**src/rtl/cmp_flag_reader.sv**
```systemverilog
// Drives an operand pair onto the ALU comparator, samples its tri-stated flag bus
// after a settle window, retries on illegal encodings and evaluates a branch condition.
module cmp_flag_reader #(
  parameter int SETTLE_CYCLES = 2,
  parameter int MAX_RETRY     = 3,
  parameter int ERRW          = 4
) (
  input  logic            clk,
  input  logic            rst_n,
  input  logic            start,
  input  logic [7:0]      op_a,
  input  logic [7:0]      op_b,
  input  logic [2:0]      cond,
  output logic [7:0]      cmp_a,
  output logic [7:0]      cmp_b,
  output logic            cmp_en,
  input  logic [5:0]      flag_bus,
  output logic            busy,
  output logic            done,
  output logic [5:0]      flags,
  output logic            taken,
  output logic            err,
  output logic [ERRW-1:0] err_cnt
);

  localparam int SW = $clog2(SETTLE_CYCLES + 1);
  localparam int RW = (MAX_RETRY < 1) ? 1 : $clog2(MAX_RETRY + 1);

  localparam logic [5:0] P_GT = 6'b100101;
  localparam logic [5:0] P_LT = 6'b101010;
  localparam logic [5:0] P_EQ = 6'b011100;

  typedef enum logic [1:0] {S_IDLE, S_DRIVE, S_SAMPLE, S_DONE} state_t;

  state_t          r_state, w_next;
  logic [SW-1:0]   r_settle;
  logic [RW-1:0]   r_retry;
  logic [2:0]      r_cond;
  logic [7:0]      r_a, r_b;
  logic [5:0]      r_flags;
  logic            r_taken, r_err;
  logic [ERRW-1:0] r_err_cnt;

  logic            w_legal, w_settled, w_retry_left, w_taken;

  // Case equality so that a floating or X bus is never mistaken for a legal pattern.
  assign w_legal      = (flag_bus === P_GT) || (flag_bus === P_LT) || (flag_bus === P_EQ);
  assign w_settled    = (r_settle == SW'(SETTLE_CYCLES - 1));
  assign w_retry_left = (r_retry < RW'(MAX_RETRY));

  always_comb begin
    w_taken = 1'b0;
    case (r_cond)
      3'd0: w_taken = flag_bus[0];
      3'd1: w_taken = flag_bus[1];
      3'd2: w_taken = flag_bus[2];
      3'd3: w_taken = flag_bus[3];
      3'd4: w_taken = flag_bus[4];
      3'd5: w_taken = flag_bus[5];
      3'd6: w_taken = 1'b1;
      default: w_taken = 1'b0;
    endcase
  end

  always_ff @(posedge clk or negedge rst_n) begin
    if (!rst_n) r_state <= S_IDLE;
    else        r_state <= w_next;
  end

  always_comb begin
    w_next = r_state;
    case (r_state)
      S_IDLE:   if (start) w_next = S_DRIVE;
      S_DRIVE:  if (w_settled) w_next = S_SAMPLE;
      S_SAMPLE: w_next = (w_legal || !w_retry_left) ? S_DONE : S_DRIVE;
      default:  w_next = S_IDLE;
    endcase
  end

  // Outputs decode straight from the state register, so reset kills cmp_en at once.
  always_comb begin
    cmp_en = (r_state == S_DRIVE) || (r_state == S_SAMPLE);
    busy   = (r_state != S_IDLE);
    done   = (r_state == S_DONE);
  end

  always_ff @(posedge clk or negedge rst_n) begin
    if (!rst_n) begin
      r_settle  <= '0;
      r_retry   <= '0;
      r_cond    <= '0;
      r_a       <= '0;
      r_b       <= '0;
      r_flags   <= '0;
      r_taken   <= 1'b0;
      r_err     <= 1'b0;
      r_err_cnt <= '0;
    end else begin
      case (r_state)
        S_IDLE: if (start) begin
          r_a      <= op_a;
          r_b      <= op_b;
          r_cond   <= cond;
          r_retry  <= '0;
          r_settle <= '0;
        end
        S_DRIVE: if (!w_settled) r_settle <= r_settle + 1'b1;
        S_SAMPLE: begin
          if (w_legal) begin
            r_flags <= flag_bus;
            r_taken <= w_taken;
            r_err   <= 1'b0;
          end else if (w_retry_left) begin
            r_retry  <= r_retry + 1'b1;
            r_settle <= '0;
          end else begin
            r_flags <= '0;
            r_taken <= 1'b0;
            r_err   <= 1'b1;
            if (r_err_cnt != '1) r_err_cnt <= r_err_cnt + 1'b1;
          end
        end
        default: ;
      endcase
    end
  end

  assign cmp_a   = r_a;
  assign cmp_b   = r_b;
  assign flags   = r_flags;
  assign taken   = r_taken;
  assign err     = r_err;
  assign err_cnt = r_err_cnt;

endmodule

```
**config.mk**
```make
export PLATFORM = sky130hd
export DESIGN_NAME = cmp_flag_reader
export DESIGN_NICKNAME = d
export VERILOG_FILES = /design/src/rtl/cmp_flag_reader.sv
export SDC_FILE = /design/constraint.sdc
export NUM_CORES = 1
export LEC_CHECK = 0
export BUFFER_PORTS_ARGS = -buffer_cell sky130_fd_sc_hd__buf_2
export CAP_MARGIN = 20
export CORE_MARGIN = 10
export CORE_UTILIZATION = 40
export DETAILED_ROUTE_END_ITERATION = 10
export GPL_ROUTABILITY_DRIVEN = 0
export PLACE_DENSITY = 0.71
export SLEW_MARGIN = 30
export SYNTH_ARGS = -nofsm -noshare
export SYNTH_HDL_FRONTEND = slang
export SYNTH_SLANG_ARGS = --single-unit
```
**constraint.sdc**
```tcl
create_clock -name clk -period 4.1 [get_ports clk]
set_input_delay 0.41 -clock clk [delete_from_list [all_inputs] [get_ports clk]]
set_output_delay 0.41 -clock clk [all_outputs]
set_load 0.05 [all_outputs]
```
==> summary by stage <==
GRT
Entering global routing, the biggest net connects 38 pins. The number of global-route vias before repair is 1487. The total routing resource utilization after global routing is 11.15%. The number of antenna violations at the first check in global routing is 0. The global-route wire length before repair is 6920 um. Global routing finished with a remaining overflow of 0.

Setup path
At the worst endpoint, the arrival time is 2.15 ns. The required time reported for the critical path endpoint is 4.28 ns. The type of the worst setup path is reg -> reg. The type of destination of the critical path is a flop.

The setup check on the worst reg-to-reg path leaves a slack of 2.13 ns. The kind of start point of the critical path is a flop. Along the worst path, the maximum fanout reaches 9.

Final layout
The final standard cell utilization of the core is 51.34%. Relative to the synthesized area, the layout overhead comes to 23.56%. The leading cell type in the layout, fill and taps excluded is buf_2.

The number of filler cells placed in the layout is 391. The library cells used most frequently in the layout, excluding fill and tap cells, are 58 x buf_2, 37 x dfrtp_1, 20 x mux2_2. In the final design database the tool counted 236 nets. The antenna cell count is 0.

The post-route netlist has 49.50% of its cells at a drive strength greater than 1.

Clock tree
The number of instances resized during post-cts repair is 0. The clock tree synthesis step divided the H-tree into 2 levels. The buffer levels on the longest clock path is 2. The total CTS buffers is 5.

In this run the post-CTS setup repair buffer count came out at 0. The clock net sink count is 37. The tree is rooted in a clkbuf_8. The clock transition at the register clock pins on the worst setup and hold paths after CTS is 0.08 ns.

TritonCTS built the clock tree. Buffers inserted to repair hold after CTS numbered 0. The clock insertion delay at the later pin of the skew report is 0.29 ns.

Status
The run finished with clean final reports.

Place
Buffers placed on the I/O ports in this run total 58. Summed over all nets, the half-perimeter wirelength after detailed placement is 3165 um.

Synthesis
The number of distinct library cells after synthesis is 44. The synthesized design contains 37 register bits. The most frequently used flop master after synthesis is dfrtp_1.

After synthesis, flip-flops and latches occupy 50.82% of the total area. The cell count after synthesis is 139. In the synthesized netlist the async set-or-reset flop fraction comes to 100.0%. Dividing the synthesized area by the synthesized cell count gives 13.11 um2. Summing every instance area after synthesis gives 0.001822 mm2. Yosys mapped a number of flops with a built-in enable equal to 0. Yosys printed 0 warnings. When the netlist entered floorplanning its net count stood at 174.

Floorplanning
The die covers 0.007654 mm2. The overall die width is 87.49 um. In this run the count of I/O pins placed on the die edge is 59. The standard-cell row count is 24. The total area inside the core boundary comes to 0.004384 mm2. The starting density of the core is 41.55%. The die is 87.49 um tall.

Timing
Setup repair after global routing left no endpoint under its margin. The setup total negative slack is 0 ns. The post-route clock skew is 0.004932 ns. The final setup violation count is 0. The final number of max-transition violations was 0.

The total count of hold-check failures in the final report was 0. After layout, the worst path uses 48.08% of the clock period. The normalized max-slew margin is 46.92%. At the pin with the least slew margin, the transition time is 0.7962 ns. The post-route minimum period is 1.971 ns. For this run, the top clock speed supported by timing is 507.3 MHz.

Detailed routing
The detailed router finished its first iteration with 52 violations. Before antenna repair, the detailed router went through 4 iterations. After detailed routing, the average wire length per cell comes to 16.32 um. The total number of vias is 1333. After detailed routing, the number of vias per cell comes to 5.248. The detailed-route wire length is 4145 um.

The count of nets left with antenna violations after detail routing is 0. In the routed design, unresolved DRC markers number 0.

Min path
The path class of the tightest hold or removal check is in -> async.

Power and ir drop
The power per standard cell area is 826.7 mW/mm2. Summed over all cells, the static leakage comes to 1.133 nW. Across the VDD grid, the largest voltage drop is 0.0004863 V.

Job
The count of max-cap constraint violations is 0.
==> power breakdown <==
part | internal (mW) | switching, mW
registers | 0.515 | 0.0990
clock network | 0.117 | 0.133
logic | 0.310 | 0.687
==> metrics by stage <==
| stage | instance area [um2] | hold slack, ns | std cells | power (mW) | setup WS, ns |
|---|---|---|---|---|---|
| 2_1_floorplan | 1822 | 0.1144 | 139 | 1.395 | 2.328 |
| 3_3_place_gp | 2165 | 0.4647 | 246 | 1.615 | 2.206 |
| 3_5_place_dp | 2165 | 0.4678 | 246 | 1.629 | 2.173 |
| 4_1_cts | 2251 | 0.2352 | 254 | 1.886 | 2.152 |
| 5_1_grt | 2251 | 0.2651 | 254 | 1.975 | 1.927 |
| 6_report | 2251 | 0.2059 | 254 | 1.861 | 2.129 |
==> registers in the layout (all words and copies together) (netlist names), 2 cells and up <==
name	cells
cmp_a	8
cmp_b	8
flags	6
err_cnt	4
r_cond	3
r_retry	2
r_settle	2
r_state	2
==> logic make-up after synthesis <==
logic type / share of synthesized area (%)
adder cells (fa/ha/maj): 4.807
multiplexers: 14.84
AO/OA/AOI/OAI: 13.53
flip-flops: 50.82
AND/OR/NAND/NOR: 12.43
buffers and inverters: 2.129
XOR/XNOR: 1.443
==> per-layer routing <==
layer | up-vias | GRT usage [%] | wire length (um)
li1 | 636 | - | -
met1 | 648 | 12.58 | 1725
met2 | 43 | 16.53 | 1872
met3 | 6 | 7.678 | 502
met4 | 0 | 3.333 | 44
met5 | - | 0 | 0
==> path summary, 6_finish.rpt <==
check / start / endpoint / cells past startpoint
setup / recovery: r_state[0] / err_cnt[1] / 6
hold / removal: rst_n / cmp_b[3] / 1
setup reg to reg: r_state[0] / err_cnt[1] / 6
hold reg to reg: flags[3] / flags[3] / 1
max in group asynchronous: rst_n / r_state[1] / 1
min in group clk: op_a[7] / cmp_a[7] / 2
==> worst max-delay path, cell delays in order, from the launching register on <==
cell and delay [ns]:
dfrtp_1 0.44, inv_1 0.12, ha_1 0.34, nand2_1 0.19, a31oi_1 0.29, nand3_1 0.18
mux2_2 0.30
==> synth_stat cells, drive strengths merged, types with 2 or more instances <==
library cell | number | area (um2)
nand3b | 3 | 22.52
a21boi | 2 | 18.77
o41a | 2 | 22.52
o21ai | 3 | 26.27
nand2b | 4 | 25.02
nand4 | 2 | 12.51
or2 | 2 | 12.51
a21oi | 2 | 10.01
nor2 | 3 | 18.77
a21o | 2 | 16.27
mux2i | 3 | 30.03
a22o | 3 | 26.28
nor2b | 3 | 18.77
nand3 | 3 | 15.01
mux2 | 21 | 240.2
xnor2 | 3 | 26.28
clkbuf | 2 | 7.510
dfrtp | 37 | 925.9
inv | 7 | 26.28
o211ai | 2 | 25.02
nand2 | 5 | 18.77
nor4bb | 2 | 35.03
ha | 7 | 87.58
o41ai | 2 | 17.52
a41o | 2 | 20.02
==> layout make-up <==
| type | instances | area, um2 | area share, % |
|---|---|---|---|
| sequential | 37 | 925.9 | 41.13 |
| clock buffer | 5 | 68.82 | 3.057 |
| tap | 52 | 65.06 | 2.890 |
| multi-input combinational | 92 | 857.1 | 38.08 |
| clock inverter | 3 | 17.52 | 0.7782 |
| timing repair buffer | 58 | 290.3 | 12.90 |
| inverter | 7 | 26.28 | 1.167 |
No activity file was read; power rests on OpenSTA's default activity.
